`src/rtl/spi_flash_responder.sv`:
```
// SPI mode 0 flash target model: answers RDID and RDSR, all inputs oversampled in clk.
// Define SPI_FLASH_RESP_READ_EN to add the READ (0x03) command with synthetic data.
module spi_flash_responder #(
    parameter logic [23:0] FLASH_ID   = 24'h20BA18,
    parameter logic [7:0]  STATUS_VAL = 8'h00
) (
    input  logic       clk,
    input  logic       reset,
    input  logic       sclk_i,
    input  logic       mosi_i,
    input  logic       cs_b_i,
    output logic       miso_o,
    output logic       miso_oe_o,
    output logic [7:0] last_cmd_o,
    output logic       cmd_strobe_o,
    output logic       busy_o
);
    localparam logic [2:0] S_IDLE   = 3'd0;
    localparam logic [2:0] S_CMD    = 3'd1;
    localparam logic [2:0] S_RDID   = 3'd2;
    localparam logic [2:0] S_RDSR   = 3'd3;
    localparam logic [2:0] S_IGNORE = 3'd4;
`ifdef SPI_FLASH_RESP_READ_EN
    localparam logic [2:0] S_ADDR   = 3'd5;
    localparam logic [2:0] S_READ   = 3'd6;
`endif

    logic [2:0]  state;
    logic [2:0]  sclk_s;
    logic [1:0]  mosi_s;
    logic [1:0]  cs_s;
    logic        cs_d;
    logic [4:0]  bit_cnt;
    logic [7:0]  opcode;
    logic [31:0] shift_out;

    logic sclk_rise, sclk_fall, cs_rise, cs_fall;
    logic [7:0] op_next;

    assign sclk_rise = sclk_s[1] & ~sclk_s[2];
    assign sclk_fall = ~sclk_s[1] & sclk_s[2];
    // Edge detects on cs use a delayed copy so a cs held low through reset is not seen as a fall
    assign cs_rise   = cs_s[1] & ~cs_d;
    assign cs_fall   = ~cs_s[1] & cs_d;
    assign op_next   = {opcode[6:0], mosi_s[1]};
    assign busy_o    = (state != S_IDLE);

`ifdef SPI_FLASH_RESP_READ_EN
    logic [23:0] addr;
    logic [23:0] addr_next;
    logic [23:0] addr_inc;
    assign addr_next = {addr[22:0], mosi_s[1]};
    assign addr_inc  = addr + 24'd1;
`endif

    always_ff @(posedge clk) begin
        if (reset) begin
            state        <= S_IDLE;
            sclk_s       <= '0;
            mosi_s       <= '0;
            cs_s         <= '0;
            cs_d         <= 1'b0;
            bit_cnt      <= '0;
            opcode       <= '0;
            shift_out    <= '0;
            miso_o       <= 1'b0;
            miso_oe_o    <= 1'b0;
            last_cmd_o   <= '0;
            cmd_strobe_o <= 1'b0;
`ifdef SPI_FLASH_RESP_READ_EN
            addr         <= '0;
`endif
        end else begin
            sclk_s       <= {sclk_s[1:0], sclk_i};
            mosi_s       <= {mosi_s[0], mosi_i};
            cs_s         <= {cs_s[0], cs_b_i};
            cs_d         <= cs_s[1];
            cmd_strobe_o <= 1'b0;
            if (cs_rise) begin
                // deselect beats any same-cycle sclk edge
                state     <= S_IDLE;
                miso_oe_o <= 1'b0;
                bit_cnt   <= '0;
                opcode    <= '0;
            end else begin
                case (state)
                    S_IDLE: begin
                        if (cs_fall) begin
                            state   <= S_CMD;
                            bit_cnt <= '0;
                        end
                    end
                    S_CMD: begin
                        if (sclk_rise) begin
                            opcode  <= op_next;
                            bit_cnt <= bit_cnt + 5'd1;
                            if (bit_cnt == 5'd7) begin
                                last_cmd_o   <= op_next;
                                cmd_strobe_o <= 1'b1;
                                bit_cnt      <= '0;
                                case (op_next)
                                    8'h9F: begin
                                        shift_out <= {FLASH_ID, 8'h00};
                                        state     <= S_RDID;
                                    end
                                    8'h05: begin
                                        shift_out <= {STATUS_VAL, 24'h0};
                                        state     <= S_RDSR;
                                    end
`ifdef SPI_FLASH_RESP_READ_EN
                                    8'h03: state <= S_ADDR;
`endif
                                    default: state <= S_IGNORE;
                                endcase
                            end
                        end
                    end
                    S_RDID: begin
                        if (sclk_fall) begin
                            miso_o    <= shift_out[31];
                            miso_oe_o <= 1'b1;
                            shift_out <= {shift_out[30:0], 1'b0};
                        end
                    end
                    S_RDSR: begin
                        if (sclk_fall) begin
                            miso_o    <= shift_out[31];
                            miso_oe_o <= 1'b1;
                            if (bit_cnt == 5'd7) begin
                                bit_cnt   <= '0;
                                shift_out <= {STATUS_VAL, 24'h0};
                            end else begin
                                bit_cnt   <= bit_cnt + 5'd1;
                                shift_out <= {shift_out[30:0], 1'b0};
                            end
                        end
                    end
`ifdef SPI_FLASH_RESP_READ_EN
                    S_ADDR: begin
                        if (sclk_rise) begin
                            addr    <= addr_next;
                            bit_cnt <= bit_cnt + 5'd1;
                            if (bit_cnt == 5'd23) begin
                                bit_cnt   <= '0;
                                shift_out <= {addr_next[7:0] ^ 8'hA5, 24'h0};
                                state     <= S_READ;
                            end
                        end
                    end
                    S_READ: begin
                        if (sclk_fall) begin
                            miso_o    <= shift_out[31];
                            miso_oe_o <= 1'b1;
                            if (bit_cnt == 5'd7) begin
                                bit_cnt   <= '0;
                                addr      <= addr_inc;
                                shift_out <= {addr_inc[7:0] ^ 8'hA5, 24'h0};
                            end else begin
                                bit_cnt   <= bit_cnt + 5'd1;
                                shift_out <= {shift_out[30:0], 1'b0};
                            end
                        end
                    end
`endif
                    S_IGNORE: miso_oe_o <= 1'b0;
                    default:  state <= S_IDLE;
                endcase
            end
        end
    end
endmodule

```
`config.mk`:
```
export PLATFORM = sky130hd
export DESIGN_NAME = spi_flash_responder
export DESIGN_NICKNAME = d
export VERILOG_FILES = /design/src/rtl/spi_flash_responder.sv
export SDC_FILE = /design/constraint.sdc
export NUM_CORES = 1
export LEC_CHECK = 0
export ABC_AREA = 1
export BUFFER_PORTS_ARGS = -buffer_cell sky130_fd_sc_hd__buf_2
export CAP_MARGIN = 20
export CORE_MARGIN = 2
export CORE_UTILIZATION = 47
export CTS_CLUSTER_SIZE = 40
export DETAILED_ROUTE_END_ITERATION = 6
export GPL_TIMING_DRIVEN = 0
export PLACE_DENSITY = 0.73
export SLEW_MARGIN = 10
export SYNTH_ARGS = -nofsm -noshare
export SYNTH_HDL_FRONTEND = slang
export SYNTH_SLANG_ARGS = --single-unit
```
`constraint.sdc`:
```
create_clock -name clk -period 3.45 [get_ports clk]
set_clock_uncertainty 0.2 [all_clocks]
set_input_delay 0.1725 -clock clk [delete_from_list [all_inputs] [get_ports clk]]
set_output_delay 0.1725 -clock clk [all_outputs]
set_load 0.02 [all_outputs]
```
* Yosys cells after proc, flatten, opt, wreduce, memory -nomap -nowiden
Cells that the tools add are included.
Storage, ports and cells: register bits after elaboration 66, bits of input ports 5, output and inout port bits 12, word-level logic and storage cells 75
Operators by class: $add $sub $neg 1, eq/ne operators 14, muxes and demuxes 20, bitwise logic cells 12, reductions and logical operators 16
Operators with widths (number):
- 2-to-1 mux 32 bit | 5
- one-hot mux 32 bit (3 select lines) | 1
- one-hot mux 32 bit (2 select lines) | 1
- 2-to-1 mux 5 bit | 4
- one-hot mux 5 bit (3 select lines) | 1
- AND reduction 4 bit | 3
- != test 2 bit, second input constant | 5
- 2-to-1 mux 3 bit | 3
- one-hot mux 3 bit (3 select lines) | 1
- nonzero test 3 bit | 3
- == test 8 x 3 -> 1 bit, second input constant | 1
- == test 8 bit, second input constant | 1
- inverter 1 bit | 8
- AND reduction 7 bit | 1
- == test 3 x 2 -> 1 bit, second input constant | 2
- one-hot mux 3 bit (2 select lines) | 1
- adder 5 x 1 -> 5 bit, second input constant | 1
- == test 5 x 3 -> 1 bit, second input constant | 1
- AND 1 bit | 4
- AND reduction 2 bit | 2
- OR reduction 2 bit | 2
- OR reduction 4 bit | 1
- == test 3 x 1 -> 1 bit, second input constant | 1
- == test 3 bit, second input constant | 1
- 8 further kinds | 9

* Depth between registers and ports, before layout
Gate-level depths: netlist of the first run.
depth after elaboration 5, depth in mapped cells 13, mapped depth without buffers 12

* Worst setup path after synthesis of the first run
Ideal clock, no wire load.
path type flip-flop to flip-flop, from reg bit_cnt[0], to reg shift_out[11], library setup time 0.113 ns, data arrival time 1.394 ns, required time 3.137 ns, setup slack 1.743 ns, cell stages (with the launch flop) 13, buffers on the path 2, period minus slack after synthesis 1.707 ns, path through dfxtp_1 > ha_1 > nand2_1 > inv_2 > nand2_2 > inv_4 > nor2_4 > nor2_4 > buf_6 > buf_8 > nand3_2 > nand2_2 > nor2_2
Between the ends: cells in the longest elaborated chain, start to end 4, elaborated cells between the ends (all ways) 6, classes of those cells eq/ne: 2; mux: 3; reduce/logical: 1
RTL lines:
- from (decl) | line 33 | logic [4:0] bit_cnt;
- from (signal assigned) | line 96 | bit_cnt <= bit_cnt + 5'd1;
- from (signal assigned) | line 133 | bit_cnt <= bit_cnt + 5'd1;
- == test 5 x 3 -> 1 bit (*) | line 97, 129
- 2-to-1 mux 32 bit | line 129 | if (bit_cnt == 5'd7) begin
- 2-to-1 mux 32 bit | line 126 | if (sclk_fall) begin
- one-hot mux 32 bit (3 select lines) | line 86 | case (state)
- to (signal assigned) | line 103 | shift_out <= {FLASH_ID, 8'h00};
- to (signal assigned) | line 131 | shift_out <= {STATUS_VAL, 24'h0};
- to (signal assigned) | line 134 | shift_out <= {shift_out[30:0], 1'b0};
- to (decl) | line 35 | logic [31:0] shift_out;
Mark *: on every way between the ends. The rest lies on a longest branch, timed or not. The select of a mux whose other input is x is not followed. A chain may end at the register's enable or synchronous reset.

* Worst setup path after layout of the first run
from reg bit_cnt[0], to reg shift_out[30]
The elaborated chain is that of the path after synthesis.

==> results of run 1 <==
==> worst paths after layout <==
check	slack, ns	end	depth (start not counted)	startpoint
worst max-delay path	1.49	shift_out[30]$_SDFFE_PP0P_	13	bit_cnt[0]$_SDFFE_PP0P_
worst min-delay path	0.21	cs_s[1]$_SDFF_PP0_	2	cs_s[0]$_SDFF_PP0_
worst max register to register	1.49	shift_out[30]$_SDFFE_PP0P_	13	bit_cnt[0]$_SDFFE_PP0P_
worst min register to register	0.21	cs_s[1]$_SDFF_PP0_	2	cs_s[0]$_SDFF_PP0_
==> layout by cell type, fill, tap and decap left out, types with 5 or more instances in the layout <==
cell      instances
nor2_1           50
nor2_2            7
nand3_1          20
a21oi_2          14
buf_2            18
inv_2            13
dfxtp_1          55
nand3_2           6
o21ai_0          14
a21oi_1          16
nand2_2           5
nand2_1          87
inv_1            22
clkbuf_8          6
==> state kept, by name, summed over array words and instances (netlist names) <==
signal / flops
cs_s: 2
miso_o: 1
mosi_s: 2
miso_oe_o: 1
opcode: 7
last_cmd_o: 8
sclk_s: 3
state: 3
cs_d: 1
cmd_strobe_o: 1
bit_cnt: 5
shift_out: 21
==> critical path, stage by stage, from the launching register on <==
cell	delay, ns
dfxtp_1	0.39
ha_1	0.22
nand2_1	0.08
inv_2	0.06
nand2_2	0.08
inv_4	0.11
nand2_1	0.06
nand2_1	0.10
inv_2	0.10
buf_4	0.19
nand2_1	0.08
nand3_2	0.07
nand2_1	0.07
nor2_2	0.03
==> timing repair <==
item,4_1_cts,5_1_grt
resized for setup,0,0
hold buffers,4,0
hold endpoints to repair,4,0
endpoints found under the setup margin,0,0
==> cell type report <==
cell class,count,area share
Clock inverter,2,0.005694
Clock buffer,6,0.02891
Buffer,12,0.03767
Inverter,38,0.05081
Tap cell,70,0.03066
Multi-Input combinational cell,241,0.4187
Sequential cell,55,0.3855
Timing Repair Buffer,20,0.04205
==> routing by layer <==
metal / up-vias / part of all wire / track usage
met4: 0 / 0.013 / 0.05000
li1: 1134 / - / -
met2: 37 / 0.45 / 0.2776
met5: - / 0 / 0
met3: 7 / 0.038 / 0.03837
met1: 972 / 0.50 / 0.2268
==> through the flow <==
stage                     hold WS [ns]  utilization  std cells  worst slack (ns)
after floorplan                0.05097            -        346             1.743
after global placement          0.1747       0.5254        432             1.558
after detailed placement        0.1826       0.5254        432             1.529
after CTS                       0.2136       0.5523        444             1.497
after global routing            0.2433       0.5523        444             1.277
final                           0.2134       0.5523        444             1.489
==> logic make-up after synthesis <==
group | Yosys count
AO/OA/AOI/OAI | 51
buffers and inverters | 50
XOR/XNOR | 2
AND/OR/NAND/NOR | 187
adder cells (fa/ha/maj) | 1
flip-flops | 55
==> power by group through the flow <==
stage | Clock (W) | Combinational [W] | Sequential (W)
finish | 0.000379 | 0.000172 | 0.000650
global route | 0.000413 | 0.000189 | 0.000651
CTS | 0.000386 | 0.000172 | 0.000650
detailed placement | 0 | 0.000168 | 0.000664
global placement | 0 | 0.000166 | 0.000664
floorplan | 0 | 0.000135 | 0.000663
==> impl_metrics.json, run 1 <==
{
  "synthFlopType": "dfxtp_1",
  "power.switching_w": 0.0003358,
  "swShare": 0.2797,
  "dr_total_vias": 2150,
  "clockPowerShare": 0.315,
  "ys_seq_area_frac": 0.4318,
  "slew_headroom": 0.6552,
  "cts_buffer_depth": 2,
  "drc": 0,
  "core-area_sq_um": 5172,
  "ys_ff_latch": 55,
  "vias_per_cell": 4.842,
  "place.gp.congestion": 0.8136,
  "post_cts_buffers": 0,
  "cap_violations": 0,
  "num_rows": 26,
  "synth.most_common_cell": "nand2_1",
  "grt_pass1_wl_mm": 8.487,
  "synth_area_sq_um": 2550,
  "numCtsBuffers": 5,
  "power.density_nw_per_um2": 420.2,
  "min_period_over_period": 0.5685,
  "tns_ns": 0,
  "synth_edf_count": 0,
  "yosysTopAreaCell": "dfxtp_1",
  "comb_power_share": 0.143,
  "synth-adder-area-share": 0.004907,
  "drt_iter0_markers": 73,
  "seqPwrFrac": 0.541,
  "vdd_drop_max_mv": 0.2679,
  "final_layout_size_suffix_gt1_frac": 0.2353,
  "die-area_sq_um": 6030,
  "clk_pin_slew_ns": 0.10,
  "crit_required_ns": 3.45,
  "ant_nets": 0,
  "grt_pass1_vias": 1971,
  "clockRootBuffer": "clkbuf_8",
  "path_class": "reg2reg",
  "worstPathMaxFanout": 10,
  "end_kind": "flip-flop",
  "yosys.area.top_type_share": 0.4318,
  "nets": 379,
  "dr.pass1.iters": 5,
  "netlist_top_cells_area": "dfxtp_1 (43%), nand2_1 (13%), nor2_1 (7.4%), a21oi_2 (4.8%), nand3_1 (3.9%)",
  "fill_cells": 492,
  "synth.mux.area_fraction": 0,
  "grt_usage": 0.1708,
  "cell_internal_pwr_w": 0.0008645,
  "cp.arrival_ns": 1.96,
  "wire_per_inst_um": 11.12,
  "hold_violations": 0,
  "p_leak_nw": 1.182,
  "synthArstFlopShare": 0,
  "die_height_um": 77.66,
  "die-width_um": 77.66,
  "placed_area_sq_um": 2718,
  "multiInputGateArea_sq_um": 1196,
  "synth_common_cells": "nand2_1 (87), dfxtp_1 (55), nor2_1 (50), inv_1 (22), nand3_1 (20)",
  "design_area_sq_um": 2856,
  "ys_warn_count": 0,
  "io_buffer_count": 16,
  "insertion_delay_ns": 0.31,
  "synth_nets": 352,
  "clock_sinks": 55,
  "yosys.area_share.simple": 0.3332,
  "totalWireLength_mm": 4.939,
  "fmax_ghz": 0.5099,
  "avgSynthCellArea_sq_um": 7.370,
  "htree_levels": 2,
  "crit_path_start_kind": "flip-flop",
  "io_pins": 17,
  "hold_path_class": "reg2reg",
  "synth_top_family_by_area": "simple AND/OR/NAND/NOR gates",
  "dp_hpwl_mm": 3.493,
  "area_growth_pct": 12.02,
  "start_util": 0.4930,
  "total_power_w": 0.001200,
  "yosys.cell_types.count": 30,
  "worst_pin_slew_ns": 0.5154,
  "rsz0062_at_grt": "false",
  "maxSlewViolCount": 0,
  "setup_violations": 0,
  "cts_tree": "yes",
  "synth_compound_area_frac": 0.1241,
  "status": "finished, final reports clean",
  "grt_max_degree": 18,
  "syn_inst": 346,
  "synth_xor_area_frac": 0.006869,
  "seq_area_sq_um": 1101,
  "overflow": 0,
  "period_needed_ns": 1.961,
  "antenna_found_initial": 0,
  "antennaDiodeCount": 0
}
Note: power is estimated with default switching activity, not from simulation.
==> run 2, diff against run 1 <==
- clock period: 3.45 -> 2.05 ns (I/O delays scaled with it)
==> run 2 against run 1 <==
Net effect: final cell count decreased by 0.23%; highest routed layer unchanged; wire length shrank 1.2%; combinational power rose by 67%; sequential cell count unchanged; largest power group unchanged; largest cell class unchanged.
==> impl_metrics.json, run 2 (synthesis results as in run 1) <==
{
  "layout_common_cells": "nand2_1 (86), dfxtp_1 (53), nor2_1 (50)",
  "hp-start": "cs_s[0]$_SDFF_PP0_",
  "hold_violations": 0,
  "drc": 0,
  "die-area_sq_um": 6030,
  "busiest_layer": "met2",
  "period_needed_ns": 1.893,
  "use_met2": 0.2776,
  "overflow": 0,
  "vdd_drop_max_mv": 0.4500,
  "ant_nets": 0,
  "rrSetupSlack_ns": 0.16,
  "slowest_stage": "dfxtp_2",
  "tns_ns": 0,
  "grt_util_met1": 0.2268,
  "cell_internal_pwr_w": 0.001455,
  "crit_required_ns": 2.05,
  "drt_iter0_markers": 105,
  "cts_tree": "yes",
  "post_cts_buffers": 0,
  "antenna_found_initial": 0,
  "top_regs": "shift_out (21), last_cmd_o (8), opcode (7)",
  "clockPowerShare": 0.315,
  "seqPwrFrac": 0.542,
  "crit_path_start_kind": "flip-flop",
  "clk_pin_slew_ns": 0.10,
  "end_kind": "flip-flop",
  "dr_total_vias": 2127,
  "nets": 378,
  "worst_pin_slew_ns": 0.5205,
  "cp.arrival_ns": 1.90,
  "vias_per_cell": 4.801,
  "wire_per_inst_um": 11.01,
  "area_growth_pct": 12.02,
  "final_layout_size_suffix_gt1_frac": 0.2413,
  "worstPathMaxFanout": 10,
  "antennaDiodeCount": 0,
  "regToRegStartpoint": "bit_cnt[0]$_SDFFE_PP0P_",
  "clock_sinks": 55,
  "fmax_ghz": 0.5282,
  "dp_hpwl_mm": 3.493,
  "place.gp.congestion": 0.8136,
  "grt_pass1_vias": 1971,
  "start_util": 0.4930,
  "maxSlewViolCount": 0,
  "largest_register": "shift_out",
  "critPathMaxStageDelay_ns": 0.37,
  "cap_violations": 0,
  "hold_path_class": "reg2reg",
  "insertion_delay_ns": 0.31,
  "slew_headroom": 0.6517,
  "swShare": 0.2792,
  "htree_levels": 2,
  "core-area_sq_um": 5172,
  "min_period_over_period": 0.9235,
  "io_buffer_count": 16,
  "largest_register_ffs": 21,
  "clockRootBuffer": "clkbuf_8",
  "totalWireLength_mm": 4.878,
  "rsz0062_at_grt": "false",
  "dr.pass1.iters": 4,
  "final_cells": 443,
  "grtUsageMet3": 0.03837,
  "power.switching_w": 0.0005637,
  "layout_commonest_cell": "nand2_1",
  "path_cells": "ha_1 > nand2_1 > inv_2 > nand2_2 > inv_4 > nor2_4 > nor2_4 > buf_6 > buf_8 > nand3_2 > nand2_1 > nor2_2",
  "path_class": "reg2reg",
  "status": "finished, final reports clean",
  "worstSetupStartpoint": "bit_cnt[0]$_SDFFE_PP0P_",
  "die-width_um": 77.66,
  "p_leak_nw": 1.177,
  "cts_buffer_depth": 2,
  "die_height_um": 77.66,
  "numCtsBuffers": 5,
  "power.density_nw_per_um2": 706.7,
  "grt_usage": 0.1708,
  "grt_max_degree": 18,
  "place_inst": 432,
  "io_pins": 17,
  "setup_violations": 0,
  "grt_pass1_wl_mm": 8.487,
  "comb_power_share": 0.143,
  "num_rows": 26
}
[run 2: changes by cell type in the layout (fill, tap and decap cells not counted), sizes merged]
cell  change
buf       -1
[run 2: repair_timing]
item / CTS / global route
resized for setup: 0 / 4
hold buffers: 4 / 0
hold endpoints to repair: 4 / 0
setup endpoints to repair: 0 / 11
[run 2: power groups by stage]
stage	combinational [W]	sequential, W	clock, W
finish	0.000288	0.00109	0.000637
global route	0.000319	0.00110	0.000695
CTS	0.000290	0.00109	0.000650
detailed placement	0.000283	0.00112	0
global placement	0.000279	0.00112	0
floorplan	0.000228	0.00112	0
[run 2: critical path: cells and delay by family, from the launching register on]
| kind | cells | cell delay, ns |
|---|---|---|
| and+or+nand+nor | 7 | 0.51 |
| buffers and inverters | 4 | 0.51 |
| DFF | 1 | 0.37 |
| adders and majority gates | 1 | 0.20 |
[run 2: layout make-up]
cell class	instances	area, sq um
fillers	489	2316
repair buffers	20	120.1
flip-flops and latches	55	1104
clock buffers	6	82.58
multi-input cells	241	1199
plain buffers	11	100.1
inverters	38	147.6
well taps	70	87.58
clock inverters	2	16.27
[run 2: worst paths after layout]
kind	endpoint	cells past startpoint
max	shift_out[30]$_SDFFE_PP0P_	12
min	cs_s[1]$_SDFF_PP0_	2
min reg2reg	cs_s[1]$_SDFF_PP0_	2
max reg2reg	shift_out[30]$_SDFFE_PP0P_	12
[run 2: per-layer routing]
layer | part of all wire | wire length [um] | up-vias
li1 | - | - | 1135
met1 | 0.49 | 2412 | 952
met2 | 0.46 | 2228 | 33
met3 | 0.036 | 175 | 7
met4 | 0.013 | 62 | 0
met5 | 0 | 0 | -
[run 2: metrics by stage]
step / utilization / total power [W] / area [sq um] / hold slack [ns] / worst slack (ns)
4_1_cts: 0.5523 / 0.002033 / 2856 / 0.2136 / 0.09663
3_5_place_dp: 0.5254 / 0.001401 / 2718 / 0.1126 / 0.1286
6_report: 0.5523 / 0.002019 / 2856 / 0.2133 / 0.1568
3_3_place_gp: 0.5254 / 0.001397 / 2718 / 0.1047 / 0.1581
5_1_grt: 0.5523 / 0.002109 / 2856 / 0.2433 / 0.02675
2_1_floorplan: - / 0.001344 / 2550 / -0.01903 / 0.3427
